--- src/rtl/rr_grant_arbiter8.sv ---
// rtl/rr_grant_arbiter8.sv - 8-way round-robin arbiter with registered one-hot grant and hold timeout
module rr_grant_arbiter8 #(
  parameter int MAX_HOLD = 16
) (
  input  logic       clk,
  input  logic       rst_n,
  input  logic [7:0] req,
  input  logic       done,
  output logic [7:0] gnt,
  output logic [2:0] gnt_idx,
  output logic       gnt_valid,
  output logic       timeout
);

  typedef enum logic {IDLE, GRANT} state_t;

  // Last cycle of a grant that would otherwise run into the hold budget.
  localparam logic [7:0] HOLD_LAST = 8'((MAX_HOLD == 0) ? 0 : MAX_HOLD - 1);
  localparam logic       HOLD_EN   = (MAX_HOLD != 0);

  state_t     state, state_nx;
  logic [2:0] ptr, ptr_nx;
  logic [2:0] idx_nx;
  logic [7:0] hold_cnt, hold_nx;
  logic       valid_nx;
  logic       timeout_nx;
  logic [7:0] gnt_nx;

  logic [2:0] pick;
  logic [2:0] cand;
  logic       found;

  logic       release_done;
  logic       release_drop;
  logic       release_to;

  // Search ptr+1 .. ptr+8; the previous owner (ptr) is examined last.
  always_comb begin
    pick  = ptr;
    cand  = ptr;
    found = 1'b0;
    for (int k = 1; k <= 8; k++) begin
      cand = ptr + 3'(k);
      if (!found && req[cand]) begin
        found = 1'b1;
        pick  = cand;
      end
    end
  end

  always_comb begin
    release_done = done;
    release_drop = ~req[gnt_idx];
    release_to   = HOLD_EN && (hold_cnt == HOLD_LAST);
  end

  always_comb begin
    state_nx   = state;
    ptr_nx     = ptr;
    idx_nx     = gnt_idx;
    hold_nx    = hold_cnt;
    valid_nx   = gnt_valid;
    timeout_nx = 1'b0;
    case (state)
      IDLE: begin
        if (found) begin
          state_nx = GRANT;
          idx_nx   = pick;
          ptr_nx   = pick;
          valid_nx = 1'b1;
          hold_nx  = 8'd0;
        end
      end
      GRANT: begin
        if (release_done || release_drop || release_to) begin
          state_nx   = IDLE;
          valid_nx   = 1'b0;
          timeout_nx = release_to && !release_done && !release_drop;
        end else if (hold_cnt != 8'hFF) begin
          hold_nx = hold_cnt + 8'd1;
        end
      end
      default: begin
        state_nx = IDLE;
        valid_nx = 1'b0;
      end
    endcase
    gnt_nx = valid_nx ? (8'd1 << idx_nx) : 8'd0;
  end

  always_ff @(posedge clk) begin
    if (!rst_n) begin
      state     <= IDLE;
      ptr       <= 3'd7;
      hold_cnt  <= 8'd0;
      gnt       <= 8'h00;
      gnt_idx   <= 3'd0;
      gnt_valid <= 1'b0;
      timeout   <= 1'b0;
    end else begin
      state     <= state_nx;
      ptr       <= ptr_nx;
      hold_cnt  <= hold_nx;
      gnt       <= gnt_nx;
      gnt_idx   <= idx_nx;
      gnt_valid <= valid_nx;
      timeout   <= timeout_nx;
    end
  end

endmodule

--- config.mk ---
export PLATFORM = sky130hd
export DESIGN_NAME = rr_grant_arbiter8
export DESIGN_NICKNAME = d
export VERILOG_FILES = /design/src/rtl/rr_grant_arbiter8.sv
export SDC_FILE = /design/constraint.sdc
export NUM_CORES = 1
export LEC_CHECK = 0
export CAP_MARGIN = 0
export CORE_ASPECT_RATIO = 1.4
export CORE_MARGIN = 2
export CORE_UTILIZATION = 45
export CTS_CLUSTER_SIZE = 12
export DETAILED_ROUTE_END_ITERATION = 8
export PLACE_DENSITY = 0.71
export SLEW_MARGIN = 40
export SYNTH_ARGS = -nofsm -noshare
export SYNTH_HDL_FRONTEND = slang
export SYNTH_SLANG_ARGS = --single-unit
--- constraint.sdc ---
create_clock -name clk -period 4.28 [get_ports clk]
set_input_delay 1.284 -clock clk [delete_from_list [all_inputs] [get_ports clk]]
set_output_delay 1.284 -clock clk [all_outputs]
set_load 0.005 [all_outputs]
* Yosys cells after proc, flatten, opt, wreduce, memory -nomap -nowiden *
Index checks and enable logic that the tools add are counted.

word-level totals
  register bits = 25
  bits of input ports = 11
  output and inout bits = 13
  logic and storage cells = 101

operators by class
  $add $sub $neg = 8
  magnitude comparators = 9
  eq/ne operators = 5
  shift-type cells = 1
  muxes and demuxes = 46
  bitwise gates (word level) = 2
  reductions and logical operators = 23

operators by type and width
  kind                 number
  $lt 3x4->1 const B   9
  $mux 3               10
  $bmux 1 s3           9
  $mux 8               3
  $mux 1               21
  $pmux 8 s2           1
  $add 3x3->3 const B  4
  $logic_and 1x1->1    9
  $add 8x1->8 const B  1
  $eq 8x4->1 const B   1
  $logic_not 1->1      8
  $ne 8x8->1 const B   1
  $shl 1x3->8 const A  1
  $add 3x2->3 const B  2
  $reduce_and 3->1     2
  $ne 2x2->1 const B   2
  $pmux 1 s2           2
  $reduce_and 2->1     2
  $add 3x1->3 const B  1
  $logic_or 1x1->1     2
  $ne 2x1->1 const B   1
  $not 1->1            2

* Depth between registers and ports, before layout *
  depth after elaboration = 28
  gate-level depth with buffers = 15
  gate-level depth less buffers = 10

* Worst setup path before layout *
OpenSTA, ideal clock, no wires.

  path kind = input to register
  start = input port req[7]
  end = register hold_cnt[3]
  library setup time = 0.117 ns
  arrival = 3.076 ns
  required time = 4.163 ns
  path slack = 1.086 ns
  stages = 9
  path buffers = 1
  cells stage by stage = mux2_1 > mux4_2 > nor2_4 > nand4_4 > o21ai_4 > buf_2 > a21oi_1 > xnor2_1 > nor2_1

on the way
  cells in the longest elaborated chain, start to end = 26
  elaborated cells on any way between the ends = 46
  those cells by class = eq/ne (2); mux (26); bitwise (1); reduce/logical (17)

RTL lines
  element                       RTL line  source
  start, declared               7         input logic [7:0] req,
  $bmux 1 s3                    44        if (!found && req[cand]) begin
  $mux 1 (not written as such)  44
  $mux 1                        44
  $logic_not 1->1               44
  $logic_and 1x1->1             44
  $mux 1                        44
  $logic_not 1->1               44
  $logic_and 1x1->1             44
  [... 10 more ...]             n/a
  $logic_not 1->1               44
  $logic_and 1x1->1             44
  $mux 1                        44
  $logic_not 1->1               44
  $logic_and 1x1->1             44
  $mux 1                        44
  $ne 2x2->1 (no line)          n/a
  $reduce_and 3->1 (no line) *  n/a
  end signal, assigned          103       hold_cnt <= hold_nx;
  end, declared                 24        logic [7:0] hold_cnt, hold_nx;

Every way passes the cells marked *; elsewhere a longest branch is shown, timed or not. The select of a mux whose other input is x is not followed.
A chain may end at the register's enable or synchronous reset.

* Worst setup path after layout *
  start = input port req[7]
  end = register hold_cnt[2]

The elaborated chain is that of the path after synthesis.

==> impl_metrics.py <==
metrics = {
    "place": {
        "dp.cells": 304,
        "postPlaceCellArea_sq_um": 2384,
        "place_ws_ns": 0.2072,
        "place.gp.congestion": 0.9092,
        "port-buffer-count": 23,
        "hpwl_um": 3864,
    },
    "final_layout": {
        "finalInstanceArea_sq_um": 2432,
        "nets": 261,
        "multiInputGateArea_sq_um": 1523,
        "mostFrequentLayoutCells": "nand2_1, dfxtp_1, clkdlybuf4s50_1, nor3_1",
        "antenna_cells": 0,
        "final_util_pct": 53.63,
        "final_cells": 308,
        "n_fill_cell": 409,
        "areaGrowthSynthToFinish_pct": 14.15,
        "drive_gt1_share_pct": 19.92,
        "ff_latch_area_sq_um": 500.5,
    },
    "clock_network": {
        "cts_tree": "yes",
        "htreeDepth": 1,
        "cts_root_buf": "clkbuf_8",
        "insertion_delay_ns": 0.26,
        "post_cts_buffers": 0,
        "clock_sinks": 25,
        "clk_pin_slew_worst_paths_ns": 0.09,
        "hold_buffers": 0,
        "cts_resized": 0,
        "clockBufferDepth": 2,
        "cts_buffers": 3,
    },
    "sta": {
        "relSlewSlack_pct": 59.94,
        "setup_violations": 0,
        "fin_crit_sh_pct": 88.46,
        "hold_viol_final": 0,
        "setup_tns_ns": 0,
        "drv_slew": 0,
        "rsz0062_at_grt": "false",
        "worstMarginPinSlew_ns": 0.6001,
        "layout_setup_ws_ns": 0.4937,
        "period_needed_ns": 3.786,
        "max_freq_mhz": 264.1,
        "skew_ns": 0.003771,
    },
    "setup_path": {
        "cp_num_cells": 10,
        "worst_path_largest_cell_delay_ns": 0.54,
        "required_ns": 4.44,
        "cp-startpoint": "req[7]",
        "start_kind": "input pin",
        "end_kind": "register",
        "crit_family": "multiplexers",
        "cp_slowest_cell": "mux4_2",
        "path_class": "in2reg",
        "r2r-start": "ptr[0]$_SDFFE_PN1P_",
        "ff2ff_path_depth": 11,
        "worstPathCellList": "clkdlybuf4s50_1 -> mux2_1 -> mux4_2 -> nor2_4 -> nand4_4 -> o21ai_4 -> buf_4 -> a21boi_0 -> xnor2_1 -> nor2_1",
        "worstPathMaxFanout": 12,
        "worstPathArrival_ns": 3.95,
        "cp_num_buf_inv": 2,
    },
    "synth": {
        "synth_warnings": 0,
        "synth_seq_area_share_pct": 23.49,
        "synthTopCellsByArea": "dfxtp_1, mux4_2, mux2i_1",
        "synth_top_area_cell": "dfxtp_1",
        "ys.flop_type": "dfxtp_1",
        "synth_top_area_share_pct": 23.49,
        "syn_inst": 227,
        "avgSynthCellArea_sq_um": 9.387,
        "synth_area_sq_um": 2131,
        "yosysUniqueCellTypes": 62,
        "synth-seq-cells": 25,
        "synth_edf_count": 0,
        "ys_async_sr_fraction_pct": 0,
        "syn_nets": 241,
    },
    "worst_hold_path": {
        "hp-class": "reg2reg",
        "min_path_cells": 2,
        "min_from": "hold_cnt[1]$_SDFFE_PN0P_",
    },
    "route": {
        "dr.first_iter.drc_count": 79,
        "wl_met1_um": 1981,
        "met3_length_um": 131,
        "wl_per_cell_um": 15.76,
        "viasPerCell": 6.016,
        "vias": 1853,
        "ant_nets": 0,
        "met2_wirelength_um": 2547,
        "drc": 0,
        "drt_wl_total_um": 4855,
        "drt_pass1_iterations": 4,
        "highest_layer": "met4",
    },
    "floorplanning": {
        "core_area_sq_um": 4536,
        "row_count": 29,
        "die_x_um": 62.16,
        "pin_count": 24,
        "start_util_pct": 46.98,
        "die_height_um": 85.42,
        "fp.dieArea_sq_um": 5309,
    },
    "global_routing": {
        "overflow": 0,
        "antenna_found_initial": 0,
        "first_global_vias": 1811,
        "grt_use_total_pct": 19.41,
        "grt_max_degree": 34,
        "grt_pass1_wl_um": 8418,
    },
    "pwr": {
        "comb_power_share_pct": 74.6,
        "powerDensity_nw_per_um2": 745.2,
        "swShare_pct": 48.46,
        "clkPwrFrac_pct": 7.6,
        "vdd_drop_max_mv": 0.3584,
        "p_leak_uw": 0.0008548,
        "switchingPower_uw": 878.4,
        "internal-power_uw": 934.2,
        "pwr-share-seq_pct": 17.8,
    },
    "status": {
        "outcome": "finished clean",
    },
    "run": {
        "maxCapViolCount": 0,
    },
}
Yosys cell counts, drive strengths merged (4+ instances only):
cell type	n
nand2	25
a21oi	8
mux4	10
nor2	14
o2111ai	4
xnor2	8
o211ai	4
o221ai	4
o21ai	6
dfxtp	25
buf	11
nand3	11
mux2	11
a21boi	5
nor3	14
and2	6
inv	6
mux2i	13
layer usage:
| metal | global-route usage [%] | vias to the layer above |
|---|---|---|
| li1 | - | 906 |
| met1 | 22.48 | 886 |
| met2 | 35.38 | 43 |
| met3 | 1.724 | 18 |
| met4 | 10.30 | 0 |
| met5 | 0 | - |
area by class of cell:
| type | count | share of cell area (%) |
|---|---|---|
| Clock buffer | 3 | 1.698 |
| Clock inverter | 1 | 0.3086 |
| Inverter | 6 | 0.9259 |
| Multi-Input combinational cell | 184 | 62.60 |
| Sequential cell | 25 | 20.58 |
| Tap cell | 62 | 3.189 |
| Timing Repair Buffer | 27 | 10.70 |
worst min-delay path, cell delays in order (launching register included):
cell	delay, ns
dfxtp_1	0.33
nand2_1	0.06
a21boi_1	0.05
power groups by stage:
| stage | logic [uW] | registers (uW) | clock network (uW) |
|---|---|---|---|
| 5_1_grt | 1480 | 329 | 151 |
| 2_1_floorplan | 1100 | 308 | 0 |
| 4_1_cts | 1350 | 325 | 144 |
| 3_3_place_gp | 1330 | 330 | 0 |
| 3_5_place_dp | 1340 | 330 | 0 |
| 6_report | 1350 | 323 | 138 |
state kept, by name, indices dropped and copies added (netlist names):
register / count
ptr: 3
gnt: 8
gnt_valid: 1
timeout: 1
gnt_idx: 3
state: 1
hold_cnt: 8
logic make-up after synthesis:
family | share of synthesized area [%]
XOR/XNOR | 5.579
AND/OR/NAND/NOR | 20.67
adder cells (fa/ha/maj) | 1.762
buffers and inverters | 5.049
AO/OA/AOI/OAI | 20.96
flip-flops | 23.49
multiplexers | 22.49
per-stage QoR:
stage / total power, uW / hold WS (ns)
6_report: 1813 / 0.4779
5_1_grt: 1964 / 0.5128
4_1_cts: 1815 / 0.4846
3_5_place_dp: 1669 / 0.4709
3_3_place_gp: 1663 / 0.4560
2_1_floorplan: 1411 / 0.4429
path summary, 6_finish.rpt:
| kind | to | slack [ns] |
|---|---|---|
| hold reg to reg | hold_cnt[1]$_SDFFE_PN0P_ | 0.48 |
| setup / recovery | hold_cnt[2]$_SDFFE_PN0P_ | 0.49 |
| setup reg to reg | hold_cnt[2]$_SDFFE_PN0P_ | 0.97 |
| hold / removal | hold_cnt[1]$_SDFFE_PN0P_ | 0.48 |
Note: power is estimated with default switching activity, not from simulation.
